`src/rtl/ctrlport_cmd_initiator.sv`:
```
// CtrlPort initiator: turns a command stream into single CtrlPort requests,
// waits for the ack with a bounded timeout and returns a response beat.
//
// state | meaning
// ------+------------------------------------------------------------
// IDLE  | s_cmd_ready high, waiting for a command
// REQ   | one-cycle read or write strobe, wait counter cleared
// WAIT  | counting cycles until resp_ack or TIMEOUT
// RESP  | m_rsp_valid high until m_rsp_ready
module ctrlport_cmd_initiator #(
  parameter int unsigned TIMEOUT  = 64,
  parameter logic [31:0] ERR_DATA = 32'hDEADBEEF
) (
  input  logic        ctrlport_clk,
  input  logic        ctrlport_rst_n,
  input  logic        s_cmd_valid,
  output logic        s_cmd_ready,
  input  logic        s_cmd_wr,
  input  logic [19:0] s_cmd_addr,
  input  logic [31:0] s_cmd_data,
  output logic        m_ctrlport_req_wr,
  output logic        m_ctrlport_req_rd,
  output logic [19:0] m_ctrlport_req_addr,
  output logic [31:0] m_ctrlport_req_data,
  input  logic        m_ctrlport_resp_ack,
  input  logic [31:0] m_ctrlport_resp_data,
  output logic        m_rsp_valid,
  input  logic        m_rsp_ready,
  output logic [31:0] m_rsp_data,
  output logic        m_rsp_timeout,
  output logic        m_rsp_wr,
  output logic [31:0] stat_xact_count,
  output logic [15:0] stat_timeout_count,
  output logic [15:0] stat_stray_ack_count
);

  typedef enum logic [1:0] {ST_IDLE, ST_REQ, ST_WAIT, ST_RESP} state_t;

  // The counter holds (cycles spent in WAIT - 1), so the last allowed cycle is TIMEOUT-1.
  localparam logic [15:0] WAIT_LAST = 16'(TIMEOUT - 1);

  state_t      state_q, state_d;
  logic [15:0] wait_cnt_q, wait_cnt_d;
  logic        cmd_wr_q, cmd_wr_d;
  logic        cmd_ready_q, cmd_ready_d;
  logic        req_wr_q, req_wr_d;
  logic        req_rd_q, req_rd_d;
  logic [19:0] req_addr_q, req_addr_d;
  logic [31:0] req_data_q, req_data_d;
  logic        rsp_valid_q, rsp_valid_d;
  logic [31:0] rsp_data_q, rsp_data_d;
  logic        rsp_timeout_q, rsp_timeout_d;
  logic        rsp_wr_q, rsp_wr_d;
  logic [31:0] xact_cnt_q, xact_cnt_d;
  logic [15:0] to_cnt_q, to_cnt_d;
  logic [15:0] stray_cnt_q, stray_cnt_d;

  always_comb begin
    state_d       = state_q;
    wait_cnt_d    = wait_cnt_q;
    cmd_wr_d      = cmd_wr_q;
    cmd_ready_d   = cmd_ready_q;
    req_wr_d      = 1'b0;
    req_rd_d      = 1'b0;
    req_addr_d    = req_addr_q;
    req_data_d    = req_data_q;
    rsp_valid_d   = rsp_valid_q;
    rsp_data_d    = rsp_data_q;
    rsp_timeout_d = rsp_timeout_q;
    rsp_wr_d      = rsp_wr_q;
    xact_cnt_d    = xact_cnt_q;
    to_cnt_d      = to_cnt_q;
    stray_cnt_d   = stray_cnt_q;

    // Any ack we are not waiting for carries no data, late ones after a timeout included.
    if (m_ctrlport_resp_ack && (state_q != ST_WAIT) && (stray_cnt_q != 16'hFFFF)) begin
      stray_cnt_d = stray_cnt_q + 16'd1;
    end

    case (state_q)
      ST_IDLE: begin
        if (s_cmd_valid) begin
          cmd_wr_d    = s_cmd_wr;
          req_addr_d  = s_cmd_addr;
          req_data_d  = s_cmd_data;
          req_wr_d    = s_cmd_wr;
          req_rd_d    = ~s_cmd_wr;
          cmd_ready_d = 1'b0;
          state_d     = ST_REQ;
        end
      end
      ST_REQ: begin
        wait_cnt_d = 16'd0;
        state_d    = ST_WAIT;
      end
      ST_WAIT: begin
        wait_cnt_d = wait_cnt_q + 16'd1;
        if (m_ctrlport_resp_ack) begin
          rsp_data_d    = cmd_wr_q ? 32'd0 : m_ctrlport_resp_data;
          rsp_timeout_d = 1'b0;
          rsp_wr_d      = cmd_wr_q;
          rsp_valid_d   = 1'b1;
          state_d       = ST_RESP;
        end else if (wait_cnt_q == WAIT_LAST) begin
          rsp_data_d    = ERR_DATA;
          rsp_timeout_d = 1'b1;
          rsp_wr_d      = cmd_wr_q;
          rsp_valid_d   = 1'b1;
          state_d       = ST_RESP;
        end
      end
      ST_RESP: begin
        if (m_rsp_ready) begin
          rsp_valid_d = 1'b0;
          cmd_ready_d = 1'b1;
          xact_cnt_d  = xact_cnt_q + 32'd1;
          if (rsp_timeout_q && (to_cnt_q != 16'hFFFF)) begin
            to_cnt_d = to_cnt_q + 16'd1;
          end
          state_d = ST_IDLE;
        end
      end
      default: begin
        state_d     = ST_IDLE;
        cmd_ready_d = 1'b1;
        rsp_valid_d = 1'b0;
      end
    endcase
  end

  always_ff @(posedge ctrlport_clk or negedge ctrlport_rst_n) begin
    if (!ctrlport_rst_n) begin
      state_q       <= ST_IDLE;
      wait_cnt_q    <= 16'd0;
      cmd_wr_q      <= 1'b0;
      cmd_ready_q   <= 1'b1;
      req_wr_q      <= 1'b0;
      req_rd_q      <= 1'b0;
      req_addr_q    <= 20'd0;
      req_data_q    <= 32'd0;
      rsp_valid_q   <= 1'b0;
      rsp_data_q    <= 32'd0;
      rsp_timeout_q <= 1'b0;
      rsp_wr_q      <= 1'b0;
      xact_cnt_q    <= 32'd0;
      to_cnt_q      <= 16'd0;
      stray_cnt_q   <= 16'd0;
    end else begin
      state_q       <= state_d;
      wait_cnt_q    <= wait_cnt_d;
      cmd_wr_q      <= cmd_wr_d;
      cmd_ready_q   <= cmd_ready_d;
      req_wr_q      <= req_wr_d;
      req_rd_q      <= req_rd_d;
      req_addr_q    <= req_addr_d;
      req_data_q    <= req_data_d;
      rsp_valid_q   <= rsp_valid_d;
      rsp_data_q    <= rsp_data_d;
      rsp_timeout_q <= rsp_timeout_d;
      rsp_wr_q      <= rsp_wr_d;
      xact_cnt_q    <= xact_cnt_d;
      to_cnt_q      <= to_cnt_d;
      stray_cnt_q   <= stray_cnt_d;
    end
  end

  assign s_cmd_ready          = cmd_ready_q;
  assign m_ctrlport_req_wr    = req_wr_q;
  assign m_ctrlport_req_rd    = req_rd_q;
  assign m_ctrlport_req_addr  = req_addr_q;
  assign m_ctrlport_req_data  = req_data_q;
  assign m_rsp_valid          = rsp_valid_q;
  assign m_rsp_data           = rsp_data_q;
  assign m_rsp_timeout        = rsp_timeout_q;
  assign m_rsp_wr             = rsp_wr_q;
  assign stat_xact_count      = xact_cnt_q;
  assign stat_timeout_count   = to_cnt_q;
  assign stat_stray_ack_count = stray_cnt_q;

endmodule

```
`config.mk`:
```
export PLATFORM = sky130hd
export DESIGN_NAME = ctrlport_cmd_initiator
export DESIGN_NICKNAME = d
export VERILOG_FILES = /design/src/rtl/ctrlport_cmd_initiator.sv
export SDC_FILE = /design/constraint.sdc
export NUM_CORES = 1
export LEC_CHECK = 0
export CAP_MARGIN = 25
export CORE_UTILIZATION = 35
export DETAILED_ROUTE_END_ITERATION = 12
export PLACE_DENSITY = 0.64
export SLEW_MARGIN = 20
export SYNTH_ARGS = -nofsm -noshare
export SYNTH_HDL_FRONTEND = slang
export SYNTH_SLANG_ARGS = --single-unit
```
`constraint.sdc`:
```
create_clock -name ctrlport_clk -period 4.6 [get_ports ctrlport_clk]
set_clock_uncertainty 0.2 [all_clocks]
set_input_delay 0.92 -clock ctrlport_clk [delete_from_list [all_inputs] [get_ports ctrlport_clk]]
set_output_delay 0.92 -clock ctrlport_clk [all_outputs]
set_load 0.005 [all_outputs]
```
==> results.cfg <==
[run_status]
status = finished, final reports clean

[detailed_routing]
avgViaCountPerCell = 4.86
wl_um = 18500
drc = 0
wl_per_cell_um = 15.9
first_iter_violations = 176
ant_nets = 0
via_count = 5633
dr.pass1.iters = 4

[place]
dp.final_hpwl_um = 13400
port_buffers = 243
post_dp_cell_area_um2 = 10200
routabilityCongestion = 0.781

[clock_tree]
clockBufferDepth = 2
numCtsBuffers = 17
clock_sinks = 173
postCtsSetupRepairBufs = 0
ctsResizeCount = 0
clk_pin_slew_ns = 0.07
ctsHoldBuffers = 0
cts_tree = yes
htreeDepth = 4
clkLatencyLatePin_ns = 0.42
clock-root-buffer = clkbuf_16

[logic_synthesis]
ys_async_sr_fraction_pct = 100
synthCells = 626
avgSynthCellArea_um2 = 12.0
ys_types = 52
synth_edf_count = 0
ys.flop_type = dfrtp_1
ys_seq_area_share_pct = 57.8
ys_warn_count = 0
synth_nets = 723
ys_ff_latch = 173
netlist_area_um2 = 7490

[timing]
fmax_ghz = 0.359
max_slew_margin_pct = 45.6
timing.final.max_slew_violations = 0
fin_tns_setup_ns = 0
rsz0062_at_grt = no
tightest_slew_ns = 0.814
setup_viol = 0
post-route-period-util_pct = 60.5
fin_crit_ns = 2.78
hold_viol_final = 0

[die]
dieArea_um2 = 22000
rows = 53
core_area_um2 = 21000
ios = 244
dieWidth_um = 148
chipHeight_um = 148
start_util_pct = 35.6

[power_and_ir_drop]
share_comb_of_total_power_pct = 35.9
leakagePower_nw = 4.72
powerDensity_nw_per_um2 = 529
p_int_w = 0.00398
p_sw_share_pct = 30.1
ir_drop_v = 0.000244
p_clk_share_pct = 24.2
seqPwrFrac_pct = 39.9
power_w = 0.00570
power_switching_w = 0.00171

[global_routing]
grt_usage_pct = 17.0
grt_pass1_vias = 5575
grt_pass1_wl_um = 29300
grt_max_degree = 67
overflow = 0
antenna_found_initial = 0

[critical_path]
cp.required_ns = 4.75
cpPeakStageDelay_ns = 0.66
start_kind = input port
cp.arrival_ns = 2.94
r2r_setup_slack_ns = 1.93
crit_fanout = 25
critPathTopFamily = simple AND/OR/NAND/NOR gates
path_buf_inv = 1
worst-setup-path-type = in2reg
path_cells = clkdlybuf4s50_1, nand2_1, nor2_1, a22o_1
crit_path_end_kind = flop
slowest_stage = clkdlybuf4s50_1

[layout]
layout-drive-gt1-share_pct = 13.1
areaGrowthSynthToFinish_pct = 43.9
diodes = 0
fin_area_um2 = 10800
fin_nets = 969

[hold_path]
hp-class = reg2reg

[job]
maxCapViolations = 0
## worst reg2reg max path: stages, from the launching register on
cell and delay [ns]:
dfrtp_1 0.38, inv_1 0.10, ha_1 0.49, nand2_1 0.62
nor2_1 0.61, a22o_1 0.21
## layout by cell type, fill, tap and decap left out, types with 3 or more instances in the layout
master             n
or3_1              3
xnor2_1           33
nand2_1           34
nand3_1           28
clkdlybuf4s50_1  242
a22o_1             8
o21ai_0            8
nor3_1            10
and4_1            11
ha_1               7
clkbuf_16         17
nand4_1           19
and4bb_2           4
buf_4              5
inv_1             30
a21o_1             3
a21oi_1           60
inv_6              4
xor2_1            31
dfrtp_1          172
nor4_1            10
inv_8              4
and3_1            12
nand3_2            3
and2_1             5
nor2_1            19
o31ai_1            3
mux2_2            59
clkinv_4           3
## power by group through the flow
| stage | Clock, W | Sequential [W] | Combinational (W) |
|---|---|---|---|
| 4_1_cts | 0.00142 | 0.00228 | 0.00208 |
| 3_5_place_dp | 0 | 0.00230 | 0.00207 |
| 5_1_grt | 0.00148 | 0.00234 | 0.00222 |
| 6_report | 0.00138 | 0.00228 | 0.00205 |
| 3_3_place_gp | 0 | 0.00228 | 0.00205 |
| 2_1_floorplan | 0 | 0.00231 | 0.000843 |
## through the flow
step / std cells / setup slack [ns] / hold slack (ns) / util (%)
3_5_place_dp: 1128 / 1.39 / 0.267 / 48.6
5_1_grt: 1160 / 1.67 / 0.302 / 51.2
6_report: 1160 / 1.82 / 0.266 / 51.2
2_1_floorplan: 626 / 2.38 / 0.268 / -
4_1_cts: 1160 / 1.81 / 0.277 / 51.2
3_3_place_gp: 1128 / 1.42 / 0.262 / 48.6
## final timing paths
path	cells after the start	from	end
min in group asynchronous	1	ctrlport_rst_n	stat_stray_ack_count[5]
max	4	m_ctrlport_resp_ack	m_rsp_data[8]
min reg2reg	1	stat_xact_count[31]	stat_xact_count[31]
max reg2reg	5	state_q[0]	m_rsp_data[8]
max in group asynchronous	2	ctrlport_rst_n	m_rsp_data[1]
min	1	stat_xact_count[31]	stat_xact_count[31]
## synth_stat cells (3+ instances only)
library cell | number | share of area [%]
xor2_1 | 31 | 3.6
or3_1 | 3 | 0.25
and4bb_2 | 4 | 0.67
nand2_1 | 35 | 1.8
buf_2 | 6 | 0.40
nand4_1 | 19 | 1.6
nand3_1 | 28 | 1.9
nor3_1 | 10 | 0.67
dfrtp_1 | 172 | 57
and2_1 | 5 | 0.42
nand3_2 | 3 | 0.40
and3_1 | 12 | 1.0
o31ai_1 | 3 | 0.30
clkbuf_1 | 11 | 0.55
xnor2_1 | 33 | 3.9
nor4_1 | 10 | 0.84
mux2_2 | 59 | 8.9
and4_1 | 11 | 1.3
a21oi_1 | 60 | 4.0
inv_1 | 30 | 1.5
ha_1 | 7 | 1.2
buf_4 | 3 | 0.30
a22o_1 | 8 | 0.94
nor2_1 | 19 | 0.95
a21o_1 | 3 | 0.30
o21ai_0 | 8 | 0.53
## sequential cells by signal, summed over array words and instances, names as in the netlist
name	flops
m_ctrlport_req_data	32
m_rsp_data	32
stat_xact_count	32
m_ctrlport_req_addr	20
stat_stray_ack_count	16
stat_timeout_count	16
wait_cnt_q	16
state_q	2
cmd_wr_q	1
m_ctrlport_req_rd	1
m_ctrlport_req_wr	1
m_rsp_timeout	1
m_rsp_valid	1
m_rsp_wr	1
s_cmd_ready	1
## metal layers
layer | share of wire [%] | routed length (um) | vias up | global-route usage [%]
li1 | - | - | 2710 | -
met1 | 44 | 8100 | 2797 | 22.1
met2 | 52 | 9590 | 113 | 28.8
met3 | 3.2 | 599 | 13 | 3.34
met4 | 1.1 | 197 | 0 | 4.54
met5 | 0 | 0 | - | 0
## cells by family (layout without fill, tap and decap cells)
| kind of cell | after synthesis | in the layout | synth area share [%] |
|---|---|---|---|
| buffers and inverters | 52 | 311 | 3.06 |
| and+or+nand+nor | 180 | 180 | 14.5 |
| muxes | 60 | 60 | 9.01 |
| AOI/OAI and AO/OA | 90 | 90 | 6.99 |
| DFF | 173 | 173 | 57.8 |
| adders and majority gates | 7 | 7 | 1.17 |
| xor gates and xnor gates | 64 | 64 | 7.49 |
## layout make-up
type,instances,area [um2]
fillers,1870,10200
inverters,30,113
clock inverters,13,121
multi-input cells,401,2930
well taps,275,344
repair buffers,249,2490
flip-flops and latches,173,4330
clock buffers,19,443
Note: power is estimated with default switching activity, not from simulation.
